## src/rtl/lcd_write_scheduler_pkg.sv

```systemverilog
// Shared definitions for the LCD driver and its write scheduler.
// Cycle-count helpers keep both sides agreeing on driver timing.
package lcd_pkg;

    typedef enum logic [1:0] {
        BOOT_RST  = 2'd0,
        BOOT_WAIT = 2'd1,
        IDLE      = 2'd2,
        HOLD      = 2'd3
    } lcd_state_e;

    localparam int INIT_CMDS = 4;

    // Cycles the driver spends on its init sequence after reset release
    function automatic int boot_cyc(input int clk_param, input int init_cmds = INIT_CMDS);
        return init_cmds * (clk_param + 1) + 2;
    endfunction

    // Cycles from one accepted character until the driver is back in WAIT
    function automatic int gap(input int clk_param);
        return clk_param + 3;
    endfunction

endpackage

```

## src/rtl/lcd_write_scheduler_if.sv

```systemverilog
// Requester and driver-side signals of the LCD write scheduler.
// The master is the requester/driver side, the slave is the scheduler.
interface lcd_write_scheduler_if;
    logic [1:0] req;
    logic [7:0] data0;
    logic [7:0] data1;
    logic [1:0] gnt;
    logic       lcd_reset;
    logic       lcd_wr_en;
    logic [7:0] lcd_data;
    logic       busy;
    logic [3:0] char_pos;

    modport master (
        output req, data0, data1,
        input  gnt, lcd_reset, lcd_wr_en, lcd_data, busy, char_pos
    );

    modport slave (
        input  req, data0, data1,
        output gnt, lcd_reset, lcd_wr_en, lcd_data, busy, char_pos
    );
endinterface

```

## src/rtl/lcd_write_scheduler_rr_arbiter2.sv

```systemverilog
// Two-way round-robin arbiter; the pointer moves only when a grant is issued.
// Grant is combinational and fully gated by en.
module rr_arbiter2 (
    input  logic       clk,
    input  logic       reset,
    input  logic       en,
    input  logic [1:0] req,
    output logic [1:0] gnt
);
    // 1 means requester 1 won the last grant, so requester 0 wins the first tie
    logic last;

    always_comb begin
        gnt = 2'b00;
        if (en) begin
            case (req)
                2'b01:   gnt = 2'b01;
                2'b10:   gnt = 2'b10;
                2'b11:   gnt = last ? 2'b01 : 2'b10;
                default: gnt = 2'b00;
            endcase
        end
    end

    always_ff @(posedge clk or negedge reset) begin
        if (!reset)
            last <= 1'b1;
        else if (|gnt)
            last <= gnt[1];
    end
endmodule

```

## src/rtl/lcd_write_scheduler.sv

```systemverilog
// Boots the LCD driver, then arbitrates two character requesters and paces
// each write so the driver is idle in WAIT whenever the strobe arrives.
module lcd_write_scheduler #(
    parameter int CLK_PARAM        = 100000,
    parameter int CHARS_PER_SCREEN = 16,
    parameter int INIT_CMDS        = lcd_pkg::INIT_CMDS
) (
    input  logic                  clk,
    input  logic                  reset,
    lcd_write_scheduler_if.slave  bus
);
    import lcd_pkg::*;

    localparam int BOOT_CYC = boot_cyc(CLK_PARAM, INIT_CMDS);
    localparam int GAP      = gap(CLK_PARAM);
    localparam int LINE_GAP = GAP + BOOT_CYC;
    localparam int CW       = $clog2(LINE_GAP + 1);

    localparam logic [CW-1:0] ONE       = CW'(1);
    localparam logic [CW-1:0] RST_LAST  = CW'(1);
    localparam logic [CW-1:0] BOOT_LAST = CW'(BOOT_CYC - 1);
    localparam logic [CW-1:0] GAP_LAST  = CW'(GAP - 1);
    localparam logic [CW-1:0] LINE_LAST = CW'(LINE_GAP - 1);
    localparam logic [3:0]    LAST_POS  = 4'(CHARS_PER_SCREEN - 1);

    lcd_state_e    state;
    logic [CW-1:0] cnt;
    logic          line_end;
    logic [1:0]    gnt;
    logic          lcd_reset_q;
    logic          wr_en_q;
    logic [7:0]    data_q;
    logic [3:0]    pos_q;

    rr_arbiter2 u_arb (
        .clk   (clk),
        .reset (reset),
        .en    (state == IDLE),
        .req   (bus.req),
        .gnt   (gnt)
    );

    assign bus.gnt       = gnt;
    assign bus.busy      = (state != IDLE);
    assign bus.lcd_reset = lcd_reset_q;
    assign bus.lcd_wr_en = wr_en_q;
    assign bus.lcd_data  = data_q;
    assign bus.char_pos  = pos_q;

    always_ff @(posedge clk or negedge reset) begin
        if (!reset) begin
            state       <= BOOT_RST;
            cnt         <= '0;
            line_end    <= 1'b0;
            lcd_reset_q <= 1'b1;
            wr_en_q     <= 1'b0;
            data_q      <= 8'h00;
            pos_q       <= 4'd0;
        end else begin
            wr_en_q <= 1'b0;
            case (state)
                BOOT_RST: begin
                    if (cnt == RST_LAST) begin
                        cnt         <= '0;
                        lcd_reset_q <= 1'b0;
                        state       <= BOOT_WAIT;
                    end else begin
                        cnt <= cnt + ONE;
                    end
                end
                BOOT_WAIT: begin
                    if (cnt == BOOT_LAST) begin
                        cnt   <= '0;
                        state <= IDLE;
                    end else begin
                        cnt <= cnt + ONE;
                    end
                end
                IDLE: begin
                    if (|gnt) begin
                        data_q   <= gnt[1] ? bus.data1 : bus.data0;
                        wr_en_q  <= 1'b1;
                        // Last slot on screen: the driver re-inits after this write
                        line_end <= (pos_q == LAST_POS);
                        pos_q    <= (pos_q == LAST_POS) ? 4'd0 : pos_q + 4'd1;
                        cnt      <= '0;
                        state    <= HOLD;
                    end
                end
                HOLD: begin
                    if (cnt == (line_end ? LINE_LAST : GAP_LAST)) begin
                        cnt   <= '0;
                        state <= IDLE;
                    end else begin
                        cnt <= cnt + ONE;
                    end
                end
                default: state <= BOOT_RST;
            endcase
        end
    end
endmodule

```

## src/flat_wrapper.sv

```systemverilog
// flat-port wrapper written by rule: the top's interface ports become plain ports
module lcd_write_scheduler_flat import lcd_pkg::*;
#(
    parameter int CLK_PARAM        = 100000,
    parameter int CHARS_PER_SCREEN = 16,
    parameter int INIT_CMDS        = lcd_pkg::INIT_CMDS
)
  (clk, reset, bus_req, bus_data0, bus_data1, bus_gnt, bus_lcd_reset, bus_lcd_wr_en, bus_lcd_data, bus_busy, bus_char_pos);
  lcd_write_scheduler_if bus_i ();
  input  logic clk;
  input  logic reset;
  input wire logic [$bits(bus_i.req)-1:0] bus_req;
  input wire logic [$bits(bus_i.data0)-1:0] bus_data0;
  input wire logic [$bits(bus_i.data1)-1:0] bus_data1;
  output wire logic [$bits(bus_i.gnt)-1:0] bus_gnt;
  output wire logic [$bits(bus_i.lcd_reset)-1:0] bus_lcd_reset;
  output wire logic [$bits(bus_i.lcd_wr_en)-1:0] bus_lcd_wr_en;
  output wire logic [$bits(bus_i.lcd_data)-1:0] bus_lcd_data;
  output wire logic [$bits(bus_i.busy)-1:0] bus_busy;
  output wire logic [$bits(bus_i.char_pos)-1:0] bus_char_pos;
  assign bus_i.req = bus_req;
  assign bus_i.data0 = bus_data0;
  assign bus_i.data1 = bus_data1;
  assign bus_gnt = bus_i.gnt;
  assign bus_lcd_reset = bus_i.lcd_reset;
  assign bus_lcd_wr_en = bus_i.lcd_wr_en;
  assign bus_lcd_data = bus_i.lcd_data;
  assign bus_busy = bus_i.busy;
  assign bus_char_pos = bus_i.char_pos;
  lcd_write_scheduler #(.CLK_PARAM(CLK_PARAM), .CHARS_PER_SCREEN(CHARS_PER_SCREEN), .INIT_CMDS(INIT_CMDS)) u_core (.clk(clk), .reset(reset), .bus(bus_i));
endmodule
```

## config.mk

```make
export PLATFORM = sky130hd
export DESIGN_NAME = lcd_write_scheduler_flat
export DESIGN_NICKNAME = d
export VERILOG_FILES = /design/src/rtl/lcd_write_scheduler_pkg.sv /design/src/rtl/lcd_write_scheduler_if.sv /design/src/rtl/lcd_write_scheduler_rr_arbiter2.sv /design/src/rtl/lcd_write_scheduler.sv /design/src/flat_wrapper.sv
export SDC_FILE = /design/constraint.sdc
export NUM_CORES = 1
export LEC_CHECK = 0
export ABC_CLOCK_PERIOD_IN_PS = 6300
export CAP_MARGIN = 5
export CORE_MARGIN = 2
export CORE_UTILIZATION = 33
export DETAILED_ROUTE_END_ITERATION = 8
export GPL_TIMING_DRIVEN = 0
export HOLD_SLACK_MARGIN = 0.02
export PLACE_DENSITY = 0.63
export SYNTH_ARGS = -nofsm -noshare
export SYNTH_HDL_FRONTEND = slang
export SYNTH_SLANG_ARGS = --single-unit
```

## constraint.sdc

```tcl
create_clock -name clk -period 6.3 [get_ports clk]
set_clock_uncertainty 0.1 [all_clocks]
set_input_delay 1.89 -clock clk [delete_from_list [all_inputs] [get_ports clk]]
set_output_delay 1.89 -clock clk [all_outputs]
set_load 0.01 [all_outputs]
```

# Word level (Yosys, flattened, before mapping)
# Index checks and enable logic that the tools add are counted.
[totals] regBits=37 word_cells=48
[op_classes] addsub=2 eq_ne=15 n_mux=18 reduce_logical=5
[ops] op="19-bit 2-to-1 mux" n=5
[ops] op="19-bit case mux with 4 select lines" n=1
[ops] op="19-bit by 1-bit adder with 19-bit output (second input constant)" n=1
[ops] op="19-bit by 1-bit equality test with 1-bit output (second input constant)" n=1
[ops] op="19-bit equality test" n=1
[ops] op="19-bit equality test (second input constant)" n=1
[ops] op="2-bit 2-to-1 mux" n=6
[ops] op="2-bit equality test (second input constant)" n=4
[ops] op="8-bit 2-to-1 mux" n=1
[ops] op="2-bit by 1-bit inequality test with 1-bit output (second input constant)" n=4
[ops] op="2-bit case mux with 4 select lines" n=1
[ops] op="2-bit case mux with 3 select lines" n=1
[ops] op="4-bit by 1-bit adder with 4-bit output (second input constant)" n=1
[ops] op="2-bit by 1-bit equality test with 1-bit output (second input constant)" n=2
[ops] op="4-bit equality test (second input constant)" n=1
[ops] op="4-bit 2-to-1 mux" n=1
[ops] op="2-bit AND reduction" n=2
[ops] op="4-bit AND reduction" n=1
[ops] op="2-bit logical NOT" n=1
[ops] op="1-bit 2-to-1 mux" n=2
[ops] op="2-bit inequality test (second input constant)" n=1
[ops] op="2-bit OR reduction" n=1

# Logic depth before layout (Yosys ltp)
# Gate-level depths: netlist (run 1).
[depth] word_depth=6 depth_mapped=8

# Hierarchy
# A second synthesis (run 1) with hierarchy kept.
[hier_totals] hier_cells=196 hier_area_um2=1964.4
[by_module_without_submodules] mod="lcd_write_scheduler" instances=1 cells_per_inst=188 area_each_um2=1901.8 seq_area_each_um2=902.1
[by_module_without_submodules] mod="rr_arbiter2" instances=1 cells_per_inst=8 area_each_um2=62.6 seq_area_each_um2=26.3

# Worst setup path after synthesis (run 1)
# OpenSTA, ideal clock, no wires.
[synth_timing] path_type="input to output" start="input port bus_req[0]" end="output port bus_gnt[1]" arrival_time_ps=2389 required_time_ps=4310 setup_slack_ps=1921 stages=3 n_path_buf=0 path_cell_list="nand2_1 > nand3_1 > clkinv_1"
[synth_between] elab_chain_len=3
[synth_lines] item="start, declared" line="flat_wrapper.sv:12" source="input wire logic [$bits(bus_i.req)-1:0] bus_req;"
[synth_lines] item="2-bit equality test / 2-bit by 1-bit equality test with 1-bit output (equally long branches)" line="lcd_write_scheduler_rr_arbiter2.sv:16" source="case (req)"
[synth_lines] item="2-bit case mux with 3 select lines (*)" line="lcd_write_scheduler_rr_arbiter2.sv:16"
[synth_lines] item="2-bit 2-to-1 mux (*)" line="lcd_write_scheduler_rr_arbiter2.sv:15" source="if (en) begin"
[synth_lines] item="end, declared" line="flat_wrapper.sv:15" source="output wire logic [$bits(bus_i.gnt)-1:0] bus_gnt;"
# Mark *: on every way between the ends. The rest lies on a longest branch, timed or not.

# Worst setup path in the final report (run 1)
# Ends and elaborated chain as after synthesis.

==> reports/metrics.csv, run 1 <==
metric;value;unit
drive_gt1_frac;0.0827;
rsz0062_at_grt;no;
portBuffers;36;
dp_hpwl;3170;um
cts.htree.levels;2;
worstHoldStart;u_core.bus.lcd_reset;
track_usage;0.156;
cts_made_buffers;5;
num-fill-cells;591;
min_to;u_core.bus.lcd_reset;
ios;37;
antenna_found_initial;0;
period_share;0.905;
cts_tree;built;
clock_path_buffers;2;
die_w;80.8;um
cp.arrival;3.71;ns
min_period;5.70;ns
ff_latch_area;928;um^2
wl_per_cell;13.4;um
cts_setup_buffers;0;
hold-worst-slack;0.359;ns
p_leak;1.02;nW
max_stage_delay;0.61;ns
end_kind;primary output;
fmax;175;MHz
worst_pin_slew;0.857;ns
power_density;345;mW/mm^2
ys_ff_latch;37;
rows;27;
clock_sinks;37;
crit_buf_inv;3;
avgViaCountPerCell;5.09;
overflow;0;
ys.flop_type;dfrtp_1;
clkSlewWorstSetupHoldPaths;0.08;ns
multi_input_area;951;um^2
tns;0;ns
drtIter0Drc;107;
post_cts_resized;0;
yosys_warnings;0;
firstDrtPassIters;4;
cpMostUsedCell;clkdlybuf4s50_1;
drt-total-wl;4360;um
ir_worst_vdd;196;uV
die_area;0.00653;mm^2
nNetsFinal;276;
r2r-end;u_core.cnt[10];
min-delay-path-class;reg2reg;
antenna_cells;0;
ff2ff_setup_slack;3.41;ns
ff2ff_path_depth;6;
cts_hold_buf;0;
die_y;80.8;um
cts_root_buffer;clkbuf_8;
r2r_start;u_core.cnt[2];
ant_nets;0;
grt_max_degree;38;
clock_latency;0.30;ns
path_depth;5;
crit_fanout;9;
async_flop_share;1.00;
synth_nets;233;
start_util;0.347;
ys_seq_area_frac;0.477;
gp_congestion;0.859;
setup_viol;0;
design.core.area;0.00561;mm^2
synth_edf_count;0;
routed-via-count;1659;
syn_inst;210;
finalHoldViolCount;0;
drc;0;
path_cells;clkdlybuf4s50_1, nand2_1, nand3_1, clkinv_1, clkdlybuf4s50_1;
grt_pass1_vias;1637;
cp.required;4.31;ns
cp_top_family;buffers and inverters;
yosys.cell_types.count;45;
hold_depth;1;
syn_area;0.00195;mm^2
status;finished, final reports clean;
syn2layout_area_growth;28.8;%
syn_area_per_cell;9.28;um^2
slew_headroom;0.420;
start_kind;primary input;
max_cap_violations;0;
setup.worst_path.class;in2out;
grt_pass1_wl;7820;um
slew_violations;0;
crit_slowest_cell;clkdlybuf4s50_1;
## logic make-up after synthesis
group / synth area share
compound gates: 0.147
xor+xnor: 0.0495
fa+ha+maj: 0.0193
buf+inv: 0.0353
flops: 0.477
mux: 0.00514
simple gates: 0.267
## through the flow
| step | instance area (um^2) | total power, W | cells | util | setup slack, ns |
|---|---|---|---|---|---|
| floorplan | 1950 | 0.000515 | 210 | - | 1.92 |
| global placement | 2400 | 0.000661 | 318 | 0.428 | 0.599 |
| detailed placement | 2390 | 0.000663 | 318 | 0.427 | 0.595 |
| CTS | 2510 | 0.000877 | 326 | 0.447 | 0.587 |
| global route | 2510 | 0.000938 | 326 | 0.447 | 0.457 |
| finish | 2510 | 0.000866 | 326 | 0.447 | 0.597 |
## how the worst max path moves through the flow
stage               startpoint         end  slack (ns)
floorplan           bus_req[0]  bus_gnt[1]        1.92
global placement    bus_req[0]  bus_gnt[1]        0.60
detailed placement  bus_req[0]  bus_gnt[1]        0.60
CTS                 bus_req[0]  bus_gnt[1]        0.59
global route        bus_req[0]  bus_gnt[1]        0.46
finish              bus_req[0]  bus_gnt[1]        0.60
## state kept, by name, summed over array words and instances, names as in the netlist
register              cells
u_core.bus.lcd_reset      1
u_core.bus.lcd_data       8
u_core.bus.char_pos       4
u_core.cnt               19
u_core.line_end           1
u_core.bus.lcd_wr_en      1
u_core.u_arb.last         1
u_core.state              2
## metal layers
| layer | vias to the layer above | global-route usage | part of all wire |
|---|---|---|---|
| met3 | 6 | 0.0633 | 0.072 |
| li1 | 835 | - | - |
| met2 | 47 | 0.234 | 0.45 |
| met1 | 771 | 0.208 | 0.47 |
| met4 | 0 | 0.0424 | 0.013 |
| met5 | - | 0 | 0 |
## Yosys cell counts (3+ instances only)
library cell	instances	share of area
a21oi_1	4	0.010
a21o_1	3	0.012
nand4_1	5	0.016
a31oi_1	9	0.029
nand2_1	38	0.073
xor2_1	9	0.040
inv_1	6	0.012
ha_1	3	0.019
nand3_1	13	0.033
dfrtp_1	35	0.45
o32ai_1	3	0.013
nor2_1	26	0.050
o21ai_0	9	0.023
## power breakdown
| group | switching (W) | internal [W] |
|---|---|---|
| combinational | 0.000140 | 0.000154 |
| sequential | 0.0000629 | 0.000299 |
| clock | 0.0000916 | 0.000118 |
| total | 0.000294 | 0.000572 |
## cell type report
class	count	share of cell area
clock buffer	5	0.0274
timing repair buffer	36	0.142
sequential	37	0.370
clock inverter	3	0.0185
inverter	7	0.0105
tap	72	0.0359
buffer	6	0.0170
multi-input combinational	160	0.379
## cell usage in the layout, fill, tap and decap left out, types with 3 or more instances in the layout
master           count
nand4_1              5
nor2_1              26
o32ai_1              3
o21ai_0              9
clkdlybuf4s50_1     35
xor2_1               9
dfrtp_1             35
a21oi_1              4
a21o_1               3
a31oi_1              9
clkbuf_8             5
nand2_1             38
nand3_1             13
inv_1                6
ha_1                 3
(Power assumes the default switching activity.)
==> run 2, diff against run 1 <==
--- a/config.mk
+++ b/config.mk
@@ -13,6 +13,7 @@
 export GPL_TIMING_DRIVEN = 0
 export HOLD_SLACK_MARGIN = 0.02
 export PLACE_DENSITY = 0.63
+export RECOVER_POWER = 25
 export SYNTH_ARGS = -nofsm -noshare
 export SYNTH_HDL_FRONTEND = slang
 export SYNTH_SLANG_ARGS = --single-unit
==> run 2 against run 1 <==
Net effect: the flow now finishes with violations (max-capacitance violations, max-slew violations); flip-flop and latch count did not move; via count rose by 0.60%; power barely moved; die area did not move; cell count did not move; combinational power barely moved; clock-buffer cell count did not move; register-to-register slack barely moved; non-clock buffer count did not move; core utilization barely moved; largest power group unchanged.
==> reports/metrics.csv, run 2 (synthesis gave the netlist of run 1 again) <==
metric;value;unit
nNetsFinal;276;
design_area;0.00251;mm^2
min_period;5.70;ns
die_w;80.8;um
firstDrtPassIters;4;
period_share;0.905;
cts_setup_buffers;0;
fmax;175;MHz
clock_path_buffers;2;
grt_pass1_wl;7820;um
cts.htree.levels;2;
drt-total-wl;4360;um
final_util;0.447;
start_kind;primary input;
wl_per_cell;13.4;um
rows;27;
end_kind;primary output;
drtIter0Drc;107;
tns;0;ns
num-fill-cells;590;
power_density;345;mW/mm^2
cp.arrival;3.71;ns
setup_viol;0;
ir_worst_vdd;196;uV
ff2ff_path_depth;6;
cp.required;4.31;ns
rsz0062_at_grt;no;
multi_input_area;951;um^2
top_register;u_core.cnt;
cts_root_buffer;clkbuf_8;
syn2layout_area_growth;28.7;%
mostFrequentLayoutCells;nand2_1 (38), clkdlybuf4s50_1 (35), dfrtp_1 (35), nor2_1 (26), nand3_1 (13);
max_cap_violations;1;
antenna_cells;0;
dp_hpwl;3170;um
design.core.area;0.00561;mm^2
ant_nets;0;
grt_pass1_vias;1637;
routed-via-count;1669;
avgViaCountPerCell;5.12;
setup.worst_path.class;in2out;
finalHoldViolCount;0;
final_common_cell;nand2_1;
grt_max_degree;38;
ios;37;
cts_made_buffers;5;
gp_congestion;0.859;
overflow;0;
violations;max-capacitance violations, max-slew violations;
clkSlewWorstSetupHoldPaths;0.08;ns
drive_gt1_frac;0.0787;
worst_pin_slew;1.96;ns
p_leak;1.01;nW
cts_hold_buf;0;
hold_depth;1;
min-delay-path-class;reg2reg;
ff_latch_area;928;um^2
hold-worst-slack;0.359;ns
crit_fanout;9;
die_area;0.00653;mm^2
die_y;80.8;um
slew_violations;38;
status;complete, but fails checks;
drc;0;
largest_register_ffs;19;
post_cts_resized;0;
dpl_cell_area;0.00239;mm^2
antenna_found_initial;0;
cts_tree;built;
clock_latency;0.29;ns
portBuffers;36;
start_util;0.347;
slew_headroom;-0.307;
track_usage;0.156;
clock_sinks;37;
[run 2: changes by cell type in the layout (fill, tap and decap cells not counted), sizes merged]
cell / change
clkbuf: +1
buf: -1
[run 2: power by group]
group / internal, W / switching [W] / total (W)
registers: 0.000299 / 0.0000627 / 0.000362
logic: 0.000154 / 0.000140 / 0.000293
clock network: 0.000118 / 0.0000916 / 0.000210
[run 2: routing by layer]
layer  GRT usage  vias up  share of wire
met1       0.208      779           0.46
met4      0.0424        0          0.013
li1            -      836              -
met2       0.234       48           0.45
met5           0        -              0
met3      0.0633        6          0.076
[run 2: final timing paths]
| kind | startpoint | endpoint | slack [ns] |
|---|---|---|---|
| max in group asynchronous | reset | u_core.cnt[1] | 2.94 |
| hold reg to reg | u_core.bus.lcd_reset | u_core.bus.lcd_reset | 0.36 |
| setup / recovery | bus_req[0] | bus_gnt[1] | 0.60 |
| min in group asynchronous | reset | u_core.cnt[15] | 2.04 |
| setup reg to reg | u_core.cnt[2] | u_core.cnt[10] | 3.41 |
| hold / removal | u_core.bus.lcd_reset | u_core.bus.lcd_reset | 0.36 |
[run 2: stage by stage]
step / total power [W] / std cells / setup WS, ns
after floorplan: 0.000515 / 210 / 1.92
after global placement: 0.000661 / 318 / 0.599
after detailed placement: 0.000663 / 318 / 0.595
after CTS: 0.000877 / 326 / 0.587
after global routing: 0.000938 / 326 / 0.457
final: 0.000865 / 326 / 0.597
[run 2: critical path: stages]
cell             delay (ns)
clkdlybuf4s50_1        0.61
nand2_1                0.08
nand3_1                0.28
clkinv_1               0.30
clkdlybuf4s50_1        0.55
[run 2: layout make-up]
type,count,share of cell area
flip-flops and latches,37,0.370
multi-input cells,160,0.379
clock buffers,5,0.0274
inverters,7,0.0105
repair buffers,36,0.141
plain buffers,6,0.0170
clock inverters,3,0.0185
well taps,72,0.0359
